**src/rtl/exec_controller_pkg.sv**
```systemverilog
// Shared definitions for the exec_controller slice: opcodes, instruction field
// positions, FSM state encodings and an opcode classifier.
package exec_controller_pkg;

  localparam logic [3:0] OP_NOP  = 4'h0;
  localparam logic [3:0] OP_ADD  = 4'h1;
  localparam logic [3:0] OP_SUB  = 4'h2;
  localparam logic [3:0] OP_MUL  = 4'h3;
  localparam logic [3:0] OP_AND  = 4'h4;
  localparam logic [3:0] OP_OR   = 4'h5;
  localparam logic [3:0] OP_XOR  = 4'h6;
  localparam logic [3:0] OP_LDI  = 4'h7;
  localparam logic [3:0] OP_HALT = 4'hF;

  localparam int OPC_HI = 15;
  localparam int OPC_LO = 12;
  localparam int RD_HI  = 11;
  localparam int RD_LO  = 9;
  localparam int RS1_HI = 8;
  localparam int RS1_LO = 6;
  localparam int RS2_HI = 5;
  localparam int RS2_LO = 3;
  localparam int IMM_HI = 7;
  localparam int IMM_LO = 0;

  localparam logic [2:0] S_IDLE      = 3'd0;
  localparam logic [2:0] S_FETCH     = 3'd1;
  localparam logic [2:0] S_DECODE    = 3'd2;
  localparam logic [2:0] S_EXECUTE   = 3'd3;
  localparam logic [2:0] S_WRITEBACK = 3'd4;
  localparam logic [2:0] S_HALTED    = 3'd5;

  typedef enum logic [1:0] {
    CLS_NOP,
    CLS_ALU,
    CLS_LDI,
    CLS_HALT
  } instr_class_e;

  // Undefined opcodes fall through to NOP
  function automatic instr_class_e classify(input logic [3:0] opcode);
    case (opcode)
      OP_ADD, OP_SUB, OP_MUL, OP_AND, OP_OR, OP_XOR: return CLS_ALU;
      OP_LDI:  return CLS_LDI;
      OP_HALT: return CLS_HALT;
      default: return CLS_NOP;
    endcase
  endfunction

endpackage

```
**src/rtl/exec_controller_alu.sv**
```systemverilog
// Combinational ALU: add/sub with carry/borrow, low-half multiply and bitwise ops.
module exec_controller_alu
  import exec_controller_pkg::*;
#(
  parameter int DATA_W = 8
) (
  input  logic [3:0]        op,
  input  logic [DATA_W-1:0] a,
  input  logic [DATA_W-1:0] b,
  output logic [DATA_W-1:0] result,
  output logic              carry,
  output logic              zero
);

  logic [DATA_W:0]   sum;
  logic [DATA_W:0]   diff;
  logic [DATA_W-1:0] prod;

  // The extra top bit of diff is the borrow, set exactly when a < b
  assign sum  = {1'b0, a} + {1'b0, b};
  assign diff = {1'b0, a} - {1'b0, b};
  assign prod = a * b;

  always_comb begin
    result = '0;
    carry  = 1'b0;
    case (op)
      OP_ADD: begin
        result = sum[DATA_W-1:0];
        carry  = sum[DATA_W];
      end
      OP_SUB: begin
        result = diff[DATA_W-1:0];
        carry  = diff[DATA_W];
      end
      OP_MUL:  result = prod;
      OP_AND:  result = a & b;
      OP_OR:   result = a | b;
      OP_XOR:  result = a ^ b;
      default: result = '0;
    endcase
  end

  assign zero = (result == '0);

endmodule

```
**src/rtl/exec_controller.sv**
```systemverilog
// Fetch/decode/execute/writeback sequencer for the 8-register, 8-bit processor.
// Owns pc, IR, operand, result and flag registers; the register file is external.
module exec_controller
  import exec_controller_pkg::*;
#(
  parameter int DATA_W  = 8,
  parameter int REG_AW  = 3,
  parameter int PC_W    = 4,
  parameter int INSTR_W = 16
) (
  input  logic               clk,
  input  logic               rst,
  input  logic               start,
  output logic [PC_W-1:0]    pc,
  input  logic [INSTR_W-1:0] instr,
  output logic [REG_AW-1:0]  rf_rd_addr1,
  output logic [REG_AW-1:0]  rf_rd_addr2,
  input  logic [DATA_W-1:0]  rf_rd_data1,
  input  logic [DATA_W-1:0]  rf_rd_data2,
  output logic               rf_we,
  output logic [REG_AW-1:0]  rf_wr_addr,
  output logic [DATA_W-1:0]  rf_wr_data,
  output logic               busy,
  output logic               halted,
  output logic               zero_flag,
  output logic               carry_flag
);

  logic [2:0]         state;
  logic [PC_W-1:0]    pc_q;
  logic [INSTR_W-1:0] ir;
  logic [DATA_W-1:0]  op_a;
  logic [DATA_W-1:0]  op_b;
  logic [DATA_W-1:0]  result_q;
  logic               carry_q;
  logic               zero_q;

  logic [3:0]         opcode;
  instr_class_e       cls;
  logic [DATA_W-1:0]  alu_result;
  logic               alu_carry;
  logic               alu_zero;

  assign opcode = ir[OPC_HI:OPC_LO];
  assign cls    = classify(opcode);

  exec_controller_alu #(.DATA_W(DATA_W)) u_alu (
    .op     (opcode),
    .a      (op_a),
    .b      (op_b),
    .result (alu_result),
    .carry  (alu_carry),
    .zero   (alu_zero)
  );

  // LDI loads the immediate and deliberately leaves both flags alone
  always_ff @(posedge clk) begin
    if (rst) begin
      state    <= S_IDLE;
      pc_q     <= '0;
      ir       <= '0;
      op_a     <= '0;
      op_b     <= '0;
      result_q <= '0;
      carry_q  <= 1'b0;
      zero_q   <= 1'b0;
    end else begin
      case (state)
        S_IDLE: begin
          if (start) state <= S_FETCH;
        end
        S_FETCH: begin
          ir    <= instr;
          state <= S_DECODE;
        end
        S_DECODE: begin
          op_a <= rf_rd_data1;
          op_b <= rf_rd_data2;
          case (cls)
            CLS_NOP: begin
              pc_q  <= pc_q + PC_W'(1);
              state <= S_FETCH;
            end
            CLS_HALT: state <= S_HALTED;
            default:  state <= S_EXECUTE;
          endcase
        end
        S_EXECUTE: begin
          if (cls == CLS_LDI) begin
            result_q <= ir[IMM_HI:IMM_LO];
          end else begin
            result_q <= alu_result;
            carry_q  <= alu_carry;
            zero_q   <= alu_zero;
          end
          state <= S_WRITEBACK;
        end
        S_WRITEBACK: begin
          pc_q  <= pc_q + PC_W'(1);
          state <= S_FETCH;
        end
        S_HALTED: state <= S_HALTED;
        default:  state <= S_IDLE;
      endcase
    end
  end

  logic addr_active;
  logic in_wb;

  assign addr_active = (state == S_DECODE) || (state == S_EXECUTE) || (state == S_WRITEBACK);
  assign in_wb       = (state == S_WRITEBACK);

  assign pc          = pc_q;
  assign busy        = (state == S_FETCH) || addr_active;
  assign halted      = (state == S_HALTED);
  assign zero_flag   = zero_q;
  assign carry_flag  = carry_q;
  assign rf_rd_addr1 = addr_active ? ir[RS1_HI:RS1_LO] : '0;
  assign rf_rd_addr2 = addr_active ? ir[RS2_HI:RS2_LO] : '0;
  // Gating with rst drops a write that coincides with reset
  assign rf_we       = in_wb && !rst;
  assign rf_wr_addr  = in_wb ? ir[RD_HI:RD_LO] : '0;
  assign rf_wr_data  = in_wb ? result_q : '0;

endmodule

```
**config.mk**
```make
export PLATFORM = sky130hd
export DESIGN_NAME = exec_controller
export DESIGN_NICKNAME = d
export VERILOG_FILES = /design/src/rtl/exec_controller_pkg.sv /design/src/rtl/exec_controller_alu.sv /design/src/rtl/exec_controller.sv
export SDC_FILE = /design/constraint.sdc
export NUM_CORES = 1
export LEC_CHECK = 0
export ABC_AREA = 1
export CAP_MARGIN = 10
export CELL_PAD_IN_SITES_DETAIL_PLACEMENT = 2
export CELL_PAD_IN_SITES_GLOBAL_PLACEMENT = 2
export CORE_ASPECT_RATIO = 0.7
export CORE_UTILIZATION = 32
export CTS_CLUSTER_DIAMETER = 200
export DETAILED_ROUTE_END_ITERATION = 6
export DONT_BUFFER_PORTS = 1
export GPL_ROUTABILITY_DRIVEN = 1
export HOLD_SLACK_MARGIN = 0.02
export PLACE_DENSITY_LB_ADDON = 0.1
export REMOVE_ABC_BUFFERS = 1
export SYNTH_ARGS = -nofsm -noshare
export SYNTH_HDL_FRONTEND = slang
export SYNTH_SLANG_ARGS = --single-unit
export TNS_END_PERCENT = 100
```
**constraint.sdc**
```tcl
create_clock -name clk -period 3.7 [get_ports clk]
set_clock_uncertainty 0.2 [all_clocks]
set_input_delay 0.555 -clock clk [delete_from_list [all_inputs] [get_ports clk]]
set_output_delay 0.555 -clock clk [all_outputs]
set_load 0.05 [all_outputs]
```
; Yosys cells after proc, flatten, opt, wreduce, memory -nomap -nowiden
; Memories as Yosys holds them, arrays and structs flattened. A register that Yosys moved wholly into a read port is not among the register bits.
; Cells that the tools add are included.
[totals]
reg_bits = 49
latch_bits = 0
ram_bits = 0
mem_bits_ro = 32
in_bits = 35
output_inout_bits = 26
elab_cells = 57
memories = 1
[memory_table]
columns = name, words, width, read_ports, rd_clocked_by_memory_dff, wr, line
row1 = (no name shown), 16, 2, 1, 1, 0, exec_controller_pkg.sv:42  ; case (opcode)
[classes]
addsub = 3
n_mul = 1
div = 0
order_cmp = 0
eq_ne = 15
shifts = 0
mux = 14
bitwise_logic = 4
n_reduce_logical = 11
[ops]
columns = operator, n
row1 = 8-bit case mux with 6 select lines, 1
row2 = 3-bit case mux with 6 select lines, 1
row3 = 8-bit 2-to-1 mux, 2
row4 = "4-bit by 3-bit == test with 1-bit output, second input constant", 3
row5 = 3-bit 2-to-1 mux, 4
row6 = 4-bit 2-to-1 mux, 3
row7 = 8-bit by 8-bit adder with 9-bit output, 1
row8 = 8-bit by 8-bit subtractor with 9-bit output, 1
row9 = 8-bit AND, 1
row10 = "4-bit by 2-bit == test with 1-bit output, second input constant", 2
row11 = 8-bit logical NOT, 1
row12 = 8-bit by 8-bit multiplier with 8-bit output, 1
row13 = 8-bit OR, 1
row14 = 4-bit case mux with 2 select lines, 1
row15 = 8-bit bitwise XOR, 1
row16 = "3-bit by 2-bit == test with 1-bit output, second input constant", 2
row17 = "3-bit == test, second input constant", 2
row18 = 3-bit case mux with 2 select lines, 1
row19 = "4-bit by 1-bit adder with 4-bit output, second input constant", 1
row20 = "2-bit == test, second input constant", 2
row21 = "4-bit by 1-bit == test with 1-bit output, second input constant", 1
row22 = 2-bit AND reduction, 2
row23 = "3-bit by 1-bit == test with 1-bit output, second input constant", 1
row24 = 3-bit logical NOT, 1
row25 = 9 further kinds, 11

; Logic depth before layout (Yosys ltp)
[logic_depth]
depth_word = 4
depth_mapped = 24
depth_no_buf = 24

; Cells and area by module
; A second synthesis with hierarchy kept.
[hier_totals]
cells_unflattened = 694
hier_area_um2 = 4476.8
[by_module_without_submodules]
columns = module, instances, cells_each, area_per_inst_um2, seq_area_each_um2
row1 = exec_controller_alu, 1, 392, 2303.5, 0.0
row2 = exec_controller, 1, 302, 2173.3, 1021.0

; Worst setup path before layout
; No wires, ideal clock.
[synth_timing]
path_kind = register to register
from = register op_a[1]
to = register zero_q, in the netlist zero_flag
setup_ns = 0.070
t_arrival_ns = 3.846
t_required_ns = 3.430
slack_ns = -0.417
path_stages_with_launch = 20
n_path_buf = 0
period_less_slack_ns = 4.117
path_cell_list = dfxtp_1 -> nand2_1 -> fa_1 -> fa_1 -> inv_1 -> fa_1 -> inv_1 -> fa_1 -> inv_1 -> ha_1 -> nand3b_1 -> nand3_1 -> nand2_1 -> inv_1 -> nand2_1 -> nor2_1 -> nand3_1 -> nor2_1 -> nand4_1 -> a21oi_1
[synth_via]
elab_chain_cells = 3
elab_cells_between_ends = 8
classes_between = add/sub (2) / mul (1) / mux (1) / bitwise (3) / reduce/logical (1)
[synth_lines]
columns = item, line
row1 = from (decl), exec_controller.sv:32  ; logic [DATA_W-1:0] op_a;
row2 = from (signal assigned), exec_controller.sv:77  ; op_a <= rf_rd_data1;
row3 = "8-bit by 8-bit multiplier with 8-bit output, or another cell as far along", exec_controller_alu.sv:22  ; assign prod = a * b;
row4 = 8-bit case mux with 6 select lines *, exec_controller_alu.sv:27  ; case (op)
row5 = 8-bit logical NOT *, exec_controller_alu.sv:44  ; assign zero = (result == '0);
row6 = to (signal assigned), exec_controller.sv:94  ; zero_q <= alu_zero;
row7 = to (decl), exec_controller.sv:36  ; logic zero_q;
; Every way passes the cells marked *; elsewhere a longest branch is shown, timed or not.
; A chain may end at the register's enable or synchronous reset.

; Worst setup path in the final report
[layout_timing]
from = register op_a[2]
to = register result_q[6]
[layout_via]
elab_chain_cells = 3
elab_cells_between_ends = 5
classes_between = add/sub (2) / mul (1) / mux (2)
[layout_lines]
columns = item, line
row1 = "8-bit by 8-bit multiplier with 8-bit output, or another cell as far along", exec_controller_alu.sv:22
row2 = 8-bit case mux with 6 select lines *, exec_controller_alu.sv:27
row3 = 8-bit 2-to-1 mux *, exec_controller.sv:89  ; if (cls == CLS_LDI) begin
row4 = to (signal assigned), exec_controller.sv:90  ; result_q <= ir[IMM_HI:IMM_LO];
row5 = to (signal assigned), exec_controller.sv:92  ; result_q <= alu_result;
row6 = to (decl), exec_controller.sv:34  ; logic [DATA_W-1:0] result_q;
; Marked as above.

==> summary.md <==
| Metric | Value |
|---|---|
| CTS Buffer Depth | 2 |
| Critical path class | register to register |
| Crit path cell chain | buf_4 -> nand2_2 -> inv_2 -> fa_1 -> ha_4 -> fa_1 -> inv_2 -> fa_2 -> inv_2 -> ha_4 -> nand3b_1 -> nand3_1 -> nand2_1 -> inv_2 -> nand2_2 -> nor2_2 -> buf_4 -> a21oi_2 -> o21ai_1 -> a21oi_1 |
| Root Buffer | clkbuf_16 |
| Clock power frac | around 28% |
| Max-cap violations | 0 |
| Num CTS Buffers | 5 |
| Comb pwr share | 36.1% |
| Seq/Total Area, Yosys | roughly a quarter |
| Worst hold path class | input pin to register |
| GRT busiest layer | met2 |
| Failing checks | negative setup slack |
| Startpoint types | register |
| Buffers on Ports | 0 |
| R2r setup slk | -0.34 ns |
| WP data required | 3.74 ns |
| Synth cell count leaders | inv_1 (126), nand2_1 (123), nor2_1 (59) |
| Worst Max-Slew Pin Slew | 0.9478 ns |
| Multi-input gate area | 0.002840 mm^2 |
| Inst Count DP | 830 |
| Antenna diodes | 0 |
| Area grow syn2layout | 16.86% |
| Antenna viol nets, final | 0 |
| Global route overflow | 0 |
| Share of layout cells above drive strength 1 | between 10% and 20% |
| Post-synth top area cell | dfxtp_1 |
| Antenna violations before repair | 0 |
| Final Util | 38.34% |
| Share of the synthesized area in the top cell type | about a quarter |
| Number of enable flip-flop cells after synthesis | 0 |
| Worst relative slew slack | 36.58% |
| Standard-cell rows | 35 |
| Nets | 768 |
| Die X | 140.7 um |
| Routed wire per std cell | 19.91 um |
| Pint | 0.001077 W |
| GR Util met3 | under 10% |
| Minimum setup slack after placement | -0.6125 ns |
| Final Non-Filler Cells | 842 |
| Critical-path maximum fanout | 4 |
| CP Buf/Inv Count | 6 |
| Outcome | finished, violations left |
| Power consumption | 0.001841 W |
| Post-Route WL | 16.76 mm |
| 1st-iter DRT viols | 172 |
| Fraction of registers with async set/reset | 0% |
| Warnings from Yosys | 0 |
| Die Ht | 99.11 um |
| First-pass GRT wire length | 26.21 mm |
| Post-Synthesis Cells | 655 |
| CTS sink cnt | 51 |
| Syn avg cell area | about 6.6 um^2 |
| Cell mode on critical path | inv_2 |
| Final setup viols | 5 |
| Final slew viol count | 0 |
| Clock slew at reported path FFs | 0.08 ns |
| Seq cells post-synth | roughly 50 |
| Top post-synthesis cells by area | dfxtp_1 (24%), ha_1 (13%), inv_1 (11%), nand2_1 (11%), a21oi_1 (6.7%) |
| Met1 Use GR | a little under two fifths |
| Crit Reg-Reg Endpoint | result_q[6] |
| # IOs | 61 |
| Critical Path Start | op_a[2] |
| Drt drc | 0 |
| Critical path's top delay family | adder cells |
| Switching share of power | between 40% and 50% |
| CP Depth | 20 |
| CORE AREA | 0.01314 mm^2 |
| Worst Setup End Kind | register |
| Register Area | 0.001040 mm^2 |
| Ys flop type | dfxtp_1 |
| Final worst-path cycle share | 109.3% |
| CTS tree | yes |
| Worst-Skew Late Latency | 0.30 ns |
| Worst stage delay on the critical path | 0.57 ns |
| Reg power frac | about 36% |
| Reg2Reg Depth | 20 |
| NetSw | 0.0007632 W |
| CP Data Arrival Time | 4.08 ns |
| FILL cells | 1557 |
| Post-Synthesis Cell Area | ~0.0043 mm^2 |
| Starting density of the core | 32.81% |
| Routability cong. | 0.8989 |
| Fmax | 247.4 MHz |
| Setup_tns | -1.013 ns |
| Top-count cell post-synth | inv_1 |
| Vias post-DR | around 4300 |
| Netlist cell types | 40 |
| Pin count of the biggest net entering global routing | 34 |
| Peak supply drop | 175.8 uV |
| Slowest cell on crit path | fa_1 |
| H-Tree Depth | 2 |
| Final hold violations | 0 |
| Vias in the first global route | 4591 |
| RSZ-0062 raised after global routing | yes |
| CP Capture Point | result_q[6] |
| Static Leakage | approximately 2.5 nW |
| Die ar. | 0.01395 mm^2 |
| GRT Total Usage | 24.75% |
| Post-DP HPWL | 13.43 mm |
| Via-per-instance ratio | 5.156 |
| Post-route minimum period | 4.043 ns |
| Pre-antenna DRT Iters | 4 |
| Reg2Reg Launch Point | op_a[2] |
| Worst setup margin | -0.3427 ns |
| Cell Pwr Density | around 370 mW/mm^2 |
| Met2 Use GR | 39.19% |
-- metrics by stage --
step | instance area, um^2 | hold slack (ns)
after floorplan | 4219 | 0.2312
after global placement | 4644 | 0.2376
after detailed placement | 4644 | 0.2558
after CTS | 5007 | 0.1084
after global routing | 5037 | 0.1068
final | 5037 | 0.1107
-- layout make-up --
cell class	instances	area share, %
Timing Repair Buffer	33	5.440
Clock inverter	3	0.5713
Clock buffer	5	2.484
Tap cell	166	4.123
Inverter	139	10.36
Multi-Input combinational cell	445	56.38
Sequential cell	51	20.64
-- state kept, by name, summed over array words and instances, names as in the netlist --
signal / flops
cls: 2
zero_flag: 1
result_q: 8
pc: 4
op_b: 8
op_a: 8
carry_flag: 1
ir: 16
state: 3
-- per-layer routing --
layer	part of all wire [%]	wire length, um	vias to the layer above
met4	0.72	121	0
met5	0	0	-
met2	44	7337	65
met1	52	8682	2161
met3	3.7	621	9
li1	-	-	2106
-- power by group through the flow --
stage | sequential (W) | combinational (W) | clock, W
2_1_floorplan | 0.000676 | 0.000388 | 0
3_3_place_gp | 0.000669 | 0.000596 | 0
3_5_place_dp | 0.000676 | 0.000618 | 0
4_1_cts | 0.000668 | 0.000650 | 0.000524
5_1_grt | 0.000675 | 0.000733 | 0.000536
6_report | 0.000667 | 0.000665 | 0.000508
-- kinds of logic (layout without fill, tap and decap cells) --
logic type / Yosys count / count (layout) / synth area share, %
xor gates and xnor gates: 3 / 3 / 0.6097
and+or+nand+nor: 248 / 248 / 24.76
DFF: 51 / 51 / 23.69
buffers and inverters: 159 / 180 / 14.22
AOI/OAI and AO/OA: 136 / 136 / 17.45
adders and majority gates: 58 / 58 / 19.27
-- how the worst min path moves through the flow --
stage / end / startpoint / cells after the start / slack [ns]
2_1_floorplan: ir[2] / ir[2] / 2 / 0.23
3_3_place_gp: ir[10] / ir[10] / 2 / 0.24
3_5_place_dp: ir[8] / ir[8] / 2 / 0.26
4_1_cts: result_q[7] / rst / 1 / 0.11
5_1_grt: result_q[7] / rst / 1 / 0.11
6_report: result_q[6] / rst / 1 / 0.11
-- cell usage in the layout, fill, tap and decap left out, types with 7 or more instances in the layout --
| cell type | synthesis | routed |
|---|---|---|
| a21oi_1 | 58 | 55 |
| a21oi_2 | 4 | 7 |
| buf_4 | 3 | 27 |
| dfxtp_1 | 51 | 44 |
| fa_1 | 14 | 10 |
| ha_1 | 44 | 34 |
| inv_1 | 126 | 114 |
| inv_2 | 12 | 24 |
| nand2_1 | 123 | 113 |
| nand2_2 | 4 | 11 |
| nand3_1 | 35 | 33 |
| nand4_1 | 8 | 8 |
| nor2_1 | 59 | 57 |
| nor2_2 | 5 | 7 |
| o21ai_0 | 44 | 41 |
| o21ai_1 | 9 | 12 |
-- timing repair --
item	in CTS	in global routing
setup buffers	4	1
resized for setup	60	11
endpoints found under the hold margin	0	0
hold buffers	0	0
pin swaps	37	15
endpoints found under the setup margin	5	5
No activity file was read; power rests on OpenSTA's default activity.
